[config.mk]
export PLATFORM = sky130hd
export DESIGN_NAME = cache_assoc
export DESIGN_NICKNAME = d
export VERILOG_FILES = /design/src/rtl/cache_assoc.sv
export SDC_FILE = /design/constraint.sdc
export NUM_CORES = 1
export LEC_CHECK = 0
export ABC_AREA = 1
export CORE_MARGIN = 2
export CORE_UTILIZATION = 45
export CTS_CLUSTER_SIZE = 30
export DETAILED_ROUTE_END_ITERATION = 8
export GPL_ROUTABILITY_DRIVEN = 0
export PLACE_DENSITY_LB_ADDON = 0.3
export SYNTH_ARGS = -nofsm -noshare
export SYNTH_HDL_FRONTEND = slang
export SYNTH_SLANG_ARGS = --single-unit
[constraint.sdc]
create_clock -name clk -period 2.5 [get_ports clk]
set_input_delay 0.25 -clock clk [delete_from_list [all_inputs] [get_ports clk]]
set_output_delay 0.25 -clock clk [all_outputs]
set_load 0.02 [all_outputs]
[src/rtl/cache_assoc.sv]
// cache_assoc: parametrised set-associative, write-back, write-allocate cache
// with one outstanding request, per-set round-robin replacement and an
// explicit ready signal towards the requester.
//
// Ports:
//   clk, rst_n                 clock, asynchronous active-low reset
//   rx_req_op/addr/data        requester request (op 0/3 INVALID, 1 READ, 2 WRITE)
//   rx_req_rdy                 high while the cache can accept a request
//   rx_rsp_vld/rx_rsp_data     one-cycle read response strobe and data
//   tx_req_op/addr/data        memory request pulse (same op encoding)
//   tx_rsp_vld/tx_rsp_data     memory read response strobe and data
//   hit_count/miss_count       saturating 16-bit statistics counters
//
// Optional feature: define CACHE_ASSOC_STATS_EN to build the hit/miss
// counters; when undefined both counter ports are tied to zero.
module cache_assoc #(
    parameter int ADDR_WIDTH  = 6,
    parameter int DATA_WIDTH  = 8,
    parameter int INDEX_WIDTH = 3,
    parameter int WAYS        = 2
) (
    input  logic                  clk,
    input  logic                  rst_n,
    input  logic [1:0]            rx_req_op,
    input  logic [ADDR_WIDTH-1:0] rx_req_addr,
    input  logic [DATA_WIDTH-1:0] rx_req_data,
    output logic                  rx_req_rdy,
    output logic                  rx_rsp_vld,
    output logic [DATA_WIDTH-1:0] rx_rsp_data,
    output logic [1:0]            tx_req_op,
    output logic [ADDR_WIDTH-1:0] tx_req_addr,
    output logic [DATA_WIDTH-1:0] tx_req_data,
    input  logic                  tx_rsp_vld,
    input  logic [DATA_WIDTH-1:0] tx_rsp_data,
    output logic [15:0]           hit_count,
    output logic [15:0]           miss_count
);

    localparam int          TAG_WIDTH = ADDR_WIDTH - INDEX_WIDTH;
    localparam int          SETS      = 1 << INDEX_WIDTH;
    localparam int          WAY_BITS  = (WAYS > 1) ? $clog2(WAYS) : 1;
    localparam int unsigned NWAYS     = WAYS;
    localparam int unsigned NSETS     = SETS;

    localparam logic [1:0] OP_INVALID = 2'd0;
    localparam logic [1:0] OP_READ    = 2'd1;
    localparam logic [1:0] OP_WRITE   = 2'd2;

    typedef enum logic [1:0] {
        LINE_INVALID = 2'd0,
        LINE_CLEAN   = 2'd1,
        LINE_DIRTY   = 2'd2
    } line_status_t;

    typedef enum logic [1:0] {
        READY     = 2'd0,
        WRITEBACK = 2'd1,
        FILL      = 2'd2
    } state_t;

    state_t                  state;
    line_status_t            status [WAYS][SETS];
    logic [TAG_WIDTH-1:0]    tags   [WAYS][SETS];
    logic [DATA_WIDTH-1:0]   lines  [WAYS][SETS];
    logic [WAY_BITS-1:0]     rr_ptr [SETS];

    logic [1:0]              cur_op;
    logic [ADDR_WIDTH-1:0]   cur_addr;
    logic [DATA_WIDTH-1:0]   cur_data;
    logic [WAY_BITS-1:0]     victim_q;

    logic [INDEX_WIDTH-1:0]  req_idx;
    logic [TAG_WIDTH-1:0]    req_tag;
    logic [INDEX_WIDTH-1:0]  cur_idx;
    logic [TAG_WIDTH-1:0]    cur_tag;
    logic                    accept;
    logic                    hit;
    logic [WAY_BITS-1:0]     hit_way;
    logic [WAY_BITS-1:0]     victim;
    logic                    found_inv;

    assign req_idx    = rx_req_addr[INDEX_WIDTH-1:0];
    assign req_tag    = rx_req_addr[ADDR_WIDTH-1:INDEX_WIDTH];
    assign cur_idx    = cur_addr[INDEX_WIDTH-1:0];
    assign cur_tag    = cur_addr[ADDR_WIDTH-1:INDEX_WIDTH];
    assign rx_req_rdy = (state == READY);
    assign accept     = rx_req_rdy && (rx_req_op == OP_READ || rx_req_op == OP_WRITE);

    // Tag lookup and victim choice: first invalid way wins, otherwise the
    // set's round-robin pointer.
    always_comb begin
        hit       = 1'b0;
        hit_way   = '0;
        found_inv = 1'b0;
        victim    = rr_ptr[req_idx];
        for (int unsigned w = 0; w < NWAYS; w++) begin
            if (status[w][req_idx] != LINE_INVALID && tags[w][req_idx] == req_tag) begin
                hit     = 1'b1;
                hit_way = WAY_BITS'(w);
            end
            if (!found_inv && status[w][req_idx] == LINE_INVALID) begin
                found_inv = 1'b1;
                victim    = WAY_BITS'(w);
            end
        end
    end

    always_ff @(posedge clk or negedge rst_n) begin
        if (!rst_n) begin
            state       <= READY;
            cur_op      <= OP_INVALID;
            cur_addr    <= '0;
            cur_data    <= '0;
            victim_q    <= '0;
            rx_rsp_vld  <= 1'b0;
            rx_rsp_data <= '0;
            tx_req_op   <= OP_INVALID;
            tx_req_addr <= '0;
            tx_req_data <= '0;
            for (int unsigned s = 0; s < NSETS; s++) begin
                rr_ptr[s] <= '0;
                for (int unsigned w = 0; w < NWAYS; w++) begin
                    status[w][s] <= LINE_INVALID;
                    tags[w][s]   <= '0;
                    lines[w][s]  <= '0;
                end
            end
        end else begin
            rx_rsp_vld <= 1'b0;
            tx_req_op  <= OP_INVALID;
            case (state)
                READY: begin
                    if (accept) begin
                        cur_op   <= rx_req_op;
                        cur_addr <= rx_req_addr;
                        cur_data <= rx_req_data;
                        if (hit) begin
                            if (rx_req_op == OP_READ) begin
                                rx_rsp_vld  <= 1'b1;
                                rx_rsp_data <= lines[hit_way][req_idx];
                            end else begin
                                lines[hit_way][req_idx]  <= rx_req_data;
                                status[hit_way][req_idx] <= LINE_DIRTY;
                            end
                        end else begin
                            victim_q <= victim;
                            if (status[victim][req_idx] == LINE_DIRTY) begin
                                tx_req_op   <= OP_WRITE;
                                tx_req_addr <= {tags[victim][req_idx], req_idx};
                                tx_req_data <= lines[victim][req_idx];
                                state       <= WRITEBACK;
                            end else begin
                                tx_req_op   <= OP_READ;
                                tx_req_addr <= rx_req_addr;
                                state       <= FILL;
                            end
                        end
                    end
                end
                WRITEBACK: begin
                    tx_req_op   <= OP_READ;
                    tx_req_addr <= cur_addr;
                    state       <= FILL;
                end
                FILL: begin
                    if (tx_rsp_vld) begin
                        tags[victim_q][cur_idx] <= cur_tag;
                        if (cur_op == OP_READ) begin
                            lines[victim_q][cur_idx]  <= tx_rsp_data;
                            status[victim_q][cur_idx] <= LINE_CLEAN;
                            rx_rsp_vld                <= 1'b1;
                            rx_rsp_data               <= tx_rsp_data;
                        end else begin
                            lines[victim_q][cur_idx]  <= cur_data;
                            status[victim_q][cur_idx] <= LINE_DIRTY;
                        end
                        rr_ptr[cur_idx] <= WAY_BITS'((32'(victim_q) + 32'd1) % NWAYS);
                        state           <= READY;
                    end
                end
                default: state <= READY;
            endcase
        end
    end

`ifdef CACHE_ASSOC_STATS_EN
    always_ff @(posedge clk or negedge rst_n) begin
        if (!rst_n) begin
            hit_count  <= '0;
            miss_count <= '0;
        end else if (accept) begin
            if (hit) begin
                if (hit_count != 16'hFFFF) hit_count <= hit_count + 16'd1;
            end else begin
                if (miss_count != 16'hFFFF) miss_count <= miss_count + 16'd1;
            end
        end
    end
`else
    assign hit_count  = '0;
    assign miss_count = '0;
`endif

endmodule

# Word-level counts from Yosys, hierarchy flattened
# Index checks and enable logic that the tools add are counted.
[word_totals] output_inout_bits=58 ff_bits=260 input_bits=27 wordCells=240
[classes] mux=109 n_addsub=1 reduce_logical=25 eq_ne=15 bitwise_logic=15 magnitude_cmp=9
[ops] op="$mux W128" n=5
[ops] op="$mux W64" n=8
[ops] op="$bwmux W128" n=3
[ops] op="$pmux W128 S2" n=1
[ops] op="$mux W32" n=5
[ops] op="$demux W64 S1" n=2
[ops] op="$mux W24" n=4
[ops] op="$mux W8" n=11
[ops] op="$mux W16" n=5
[ops] op="$pmux W32 S2" n=1
[ops] op="$and A16 B16 Y16" n=3
[ops] op="$bmux W8 S3" n=2
[ops] op="$bwmux W48" n=1
[ops] op="$demux W8 S3" n=2
[ops] op="$not A16 Y16" n=3
[ops] op="$or A16 B16 Y16" n=3
[ops] op="$demux W16 S1" n=2
[ops] op="$mux W2" n=15
[ops] op="$bmux W3 S3" n=3
[ops] op="$demux W24 S1" n=1
[ops] op="$mux W3" n=7
[ops] op="$bmux W2 S3" n=3
[ops] op="$mux W6" n=3
[ops] op="$pmux W8 S2" n=1
[ops] op="33 further kinds" n=80

# Logic depth before layout (Yosys ltp)
[depth] ltp_word=21 ltp_mapped=22 depth_no_buf=20

# Worst setup path after synthesis
# No wires, ideal clock.
[synth_path] kind="input -> register" startpoint="input rx_req_addr[0]" endpoint="register tx_req_data[6]" setup_ns=0.116 arrival_time_ns=2.116 n_path_buf=5 required_ns=2.384 setup_slack_ns=0.267 cell_stages=17 cell_sequence="buf_6 -> buf_2 -> nor2_1 -> nand2_1 -> o211ai_1 -> nand4_2 -> nand2_2 -> buf_4 -> buf_4 -> buf_2 -> a21oi_1 -> o21ai_0 -> o21ai_0 -> nor3_1 -> nand2_1 -> nand2_1 -> nand2_1"
[synth_between] elab_chain_cells=18 elab_cells_between_ends=47 cone_classes="3 x eq/ne; 32 x mux; 3 x bitwise; 9 x reduce/logical"
[synth_lines] element="from (decl)" line="25" rtl="input logic [ADDR_WIDTH-1:0] rx_req_addr,"
[synth_lines] element="$not A3 Y4 (not written as such) *"
[synth_lines] element="$bmux W2 S3" line="97, 101"
[synth_lines] element="$mux W2 (not written as such) (2 in series)" line="97, 101"
[synth_lines] element="$logic_not A2 Y1" line="101" rtl="if (!found_inv && status[w][req_idx] == LINE_INVALID) begin"
[synth_lines] element="$mux W1" line="101"
[synth_lines] element="$logic_not A1 Y1" line="101"
[synth_lines] element="$logic_and A1 B1 Y1" line="101"
[synth_lines] element="$mux W1" line="101"
[synth_lines] element="$not A1 Y2 (not written as such)" line="147, 150"
[synth_lines] element="$mux W16 (not written as such) (3 in series)" line="147" rtl="if (status[victim][req_idx] == LINE_DIRTY) begin"
[synth_lines] element="$bmux W2 S3" line="147"
[synth_lines] element="$mux W2 (not written as such) (2 in series)" line="147"
[synth_lines] element="$eq A2 B2 Y1" line="147"
[synth_lines] element="$reduce_and A4 Y1 (no line)"
[synth_lines] element="to (signal assigned)" line="150" rtl="tx_req_data <= lines[victim][req_idx];"
[synth_lines] element="to (decl)" line="32" rtl="output logic [DATA_WIDTH-1:0] tx_req_data,"
# Mark *: on every way between the ends. The rest lies on a longest branch, timed or not. The select of a mux whose other input is x is not followed.
# A chain may end at the register's enable or synchronous reset.

==> out/results.tsv <==
metric	value	unit
clock-sinks	260	
cp.arrival	3160	ps
switching_share	45.7	%
routed_wl	73600	um
synthCells	2730	
clkPwrFrac	21.0	%
first_global_vias	19000	
endpoint_kind	register	
path_buf_inv	3	
hold_viol_final	0	
ioPinCount	85	
synth_seq_cells	260	
power_frac_seq	27.5	%
core.rowCount	72	
required	2960	ps
post_drt_wl_per_cell	21.0	um
tightestPinTransition	660	ps
netlist_area	17700	um^2
wl_met2	30600	um
comb_power_share	51.5	%
cp_top_family	simple AND/OR/NAND/NOR gates	
postRouteAntennaNets	0	
die_y	202	um
post_dp_cell_area	20200	um^2
dieWidth	202	um
area_growth	27.6	%
hold-worst-slack	213	ps
tns	-3040	ps
cts_buffers	34	
powerDensity	1110	nW/um^2
max-vdd-ir-drop	828	uV
antenna_found_initial	0	
dr_total_vias	20800	
cpMostUsedCell	nand2_1	
crit_type	register to register	
path_cells	inv_1 -> nand2_1 -> nand3_1 -> nand2_1 -> nor2_2 -> nand2_2 -> nand2_4 -> nand2_8 -> clkbuf_16 -> clkbuf_16 -> o21ai_0 -> o21ai_1 -> a21oi_1 -> nand3_1 -> nand2_1 -> nand2_1	
fillers	3579	
skew	29.9	ps
firstDrtPassIters	6	
fin_cells	3500	
yosysUniqueCellTypes	31	
yosysWarnings	0	
power_leakage	11.3	nW
report.final.slew_viol_count	0	
rsz0062_at_grt	yes	
cts_max_path_buffers	3	
final_nets	2987	
final_area	22600	um^2
wl_met3	9840	um
start_kind	register	
portBuffers	52	
seq_area_frac_synth	36.7	%
grt_util_all_layers	34.4	%
clock-root-buffer	clkbuf_16	
antennaDiodeCount	0	
power.internal	13.6	mW
status	finished with violations	
overflow	0	
timing.final.crit_share	108	%
initialDrtViolationCount	3097	
drc_errors	0	
htreeDepth	2	
cap_violations	0	
setup_slack	-194	ps
dieArea	41000	um^2
drive_above_1_share	16.2	%
fmax	0.371	GHz
syn_area_per_cell	6.49	um^2
grt_max_degree	61	
crit_fanout	12	
p_switching	11.4	mW
max_slew_margin	55.8	%
topRoutingLayerUsed	met4	
setup_viol	65	
min_period	2690	ps
cts_tree	built	
wl_met1	27500	um
utilization	58.4	%
path_clk_slew	50	ps
holdCritPathClass	primary input to async pin	
start_util	45.7	%
worstSkewPairLatency	580	ps
violations	negative setup slack	
viasPerCell	5.95	
numPlacedInstances	3404	
crit_path_top_delay_cell	dfrtp_1	
coreArea	38700	um^2
dpl.hpwl	52400	um
grt_first_pass_wirelength	109000	um
slowest_delay	410	ps
[layout make-up]
class / instances / area [um^2] / share of cell area, %
tap: 518 / 648 / 2.87
sequential: 260 / 6510 / 28.8
clock inverter: 14 / 221 / 0.980
multi-input combinational: 2049 / 9870 / 43.7
inverter: 301 / 1140 / 5.05
clock buffer: 45 / 963 / 4.26
timing repair buffer: 313 / 3260 / 14.4
[layer usage]
layer	vias up	GRT usage [%]
li1	9215	-
met1	9560	45.8
met2	1656	49.8
met3	381	8.30
met4	0	22.4
met5	-	0
[placed cells by master (no fill, tap or decap), types with 2 or more instances in the layout]
cell,netlist,final
inv_2,17,20
o22ai_1,2,2
dlymetal6s2s_1,0,2
inv_1,263,257
buf_12,0,30
inv_4,2,3
nand3b_1,60,60
buf_8,0,7
nand2_2,16,47
conb_1,1,32
nand3_1,166,148
clkbuf_1,57,5
clkinv_8,0,2
dfrtp_1,260,259
nand2_1,1043,1000
nor3_1,9,7
a21oi_2,4,12
nand3_2,0,15
buf_4,41,200
nor2_2,18,21
o21ai_0,274,235
buf_6,4,8
nand2_8,0,2
nor2_4,11,21
a21oi_1,85,76
clkbuf_16,0,47
nand3_4,0,3
bufinv_16,0,5
o21ai_2,0,8
nand2_4,0,10
nor3_2,0,2
clkinv_2,0,6
buf_16,0,4
a22oi_1,40,40
clkdlybuf4s50_1,0,48
o21ai_1,10,41
clkinv_1,19,20
o221ai_1,88,88
nor2_1,186,173
clkbuf_8,0,5
[worst reg2reg max path: cells and delay by family, from the launching register on]
| kind | cells | cell delay, ps |
|---|---|---|
| AO/OA/AOI/OAI | 3 | 630 |
| buffers and inverters | 3 | 450 |
| AND/OR/NAND/NOR | 10 | 1100 |
| flip-flops | 1 | 410 |
[through the flow]
step	total power, mW	setup WS, ps
finish	25.0	-194
global route	26.2	-281
CTS	23.1	-0.167
detailed placement	17.6	-601
global placement	17.3	-589
floorplan	12.9	267
[repair_timing]
action | 4_1_cts | 5_1_grt
hold buffers | 1 | 0
cloned | 2 | 13
setup endpoints to repair | 67 | 178
pin swaps | 4 | 52
setup buffers | 3 | 22
endpoints found under the hold margin | 50 | 0
resized for setup | 13 | 190
[cell usage after synthesis]
master / number / area share [%]
nor3_1: 9 / 0.25
o211ai_1: 1 / 0.042
o21ai_0: 274 / 7.7
a21oi_1: 85 / 2.4
nor2_1: 186 / 3.9
clkbuf_1: 57 / 1.2
nor2_2: 18 / 0.64
ha_1: 1 / 0.071
o22ai_1: 2 / 0.071
a21oi_2: 4 / 0.20
xor2_1: 1 / 0.049
inv_4: 2 / 0.071
conb_1: 1 / 0.021
clkinv_1: 19 / 0.40
nand4_1: 1 / 0.035
a22oi_1: 40 / 1.7
nor2_4: 11 / 0.70
nand2_2: 16 / 0.57
o221ai_1: 88 / 4.4
nand3b_1: 60 / 2.5
buf_2: 23 / 0.65
nand2_1: 1043 / 22
buf_1: 26 / 0.55
nand4_2: 1 / 0.071
inv_2: 17 / 0.36
dfrtp_1: 260 / 37
buf_6: 4 / 0.25
inv_1: 263 / 5.6
o21ai_1: 10 / 0.28
buf_4: 41 / 1.7
nand3_1: 166 / 4.7
[logic make-up after synthesis]
| group | count (synthesis) | share of synthesized area, % |
|---|---|---|
| buffers and inverters | 452 | 10.8 |
| other | 1 | 0.0212 |
| xor gates and xnor gates | 1 | 0.0495 |
| DFF | 260 | 36.7 |
| adders and majority gates | 1 | 0.0706 |
| and+or+nand+nor | 1511 | 35.5 |
| AOI/OAI and AO/OA | 504 | 16.8 |
[final timing paths]
check / startpoint / end / slack, ps / cells after the start
max: register / tx_req_data[0]$_DFFE_PN0P_ / -190 / 16
min: rst_n / tx_req_op[0]$_DFF_PN0_ / 210 / 2
max reg2reg: register / tx_req_data[0]$_DFFE_PN0P_ / -190 / 16
min reg2reg: lines[117]$_DFFE_PN0P_ / lines[117]$_DFFE_PN0P_ / 470 / 2
max in group asynchronous: rst_n / lines[1]$_DFFE_PN0P_ / 1380 / 3
min in group clk: rx_req_data[6] / cur_data[6]$_DFFE_PN0P_ / 260 / 3
[power groups by stage]
stage	clock network [mW]	logic, mW	registers (mW)
floorplan	0	6.29	6.58
global placement	0	10.5	6.82
detailed placement	0	10.7	6.86
CTS	5.29	11.0	6.81
global route	5.47	13.7	7.01
finish	5.26	12.9	6.89
Power figures use the tool's default switching activity.
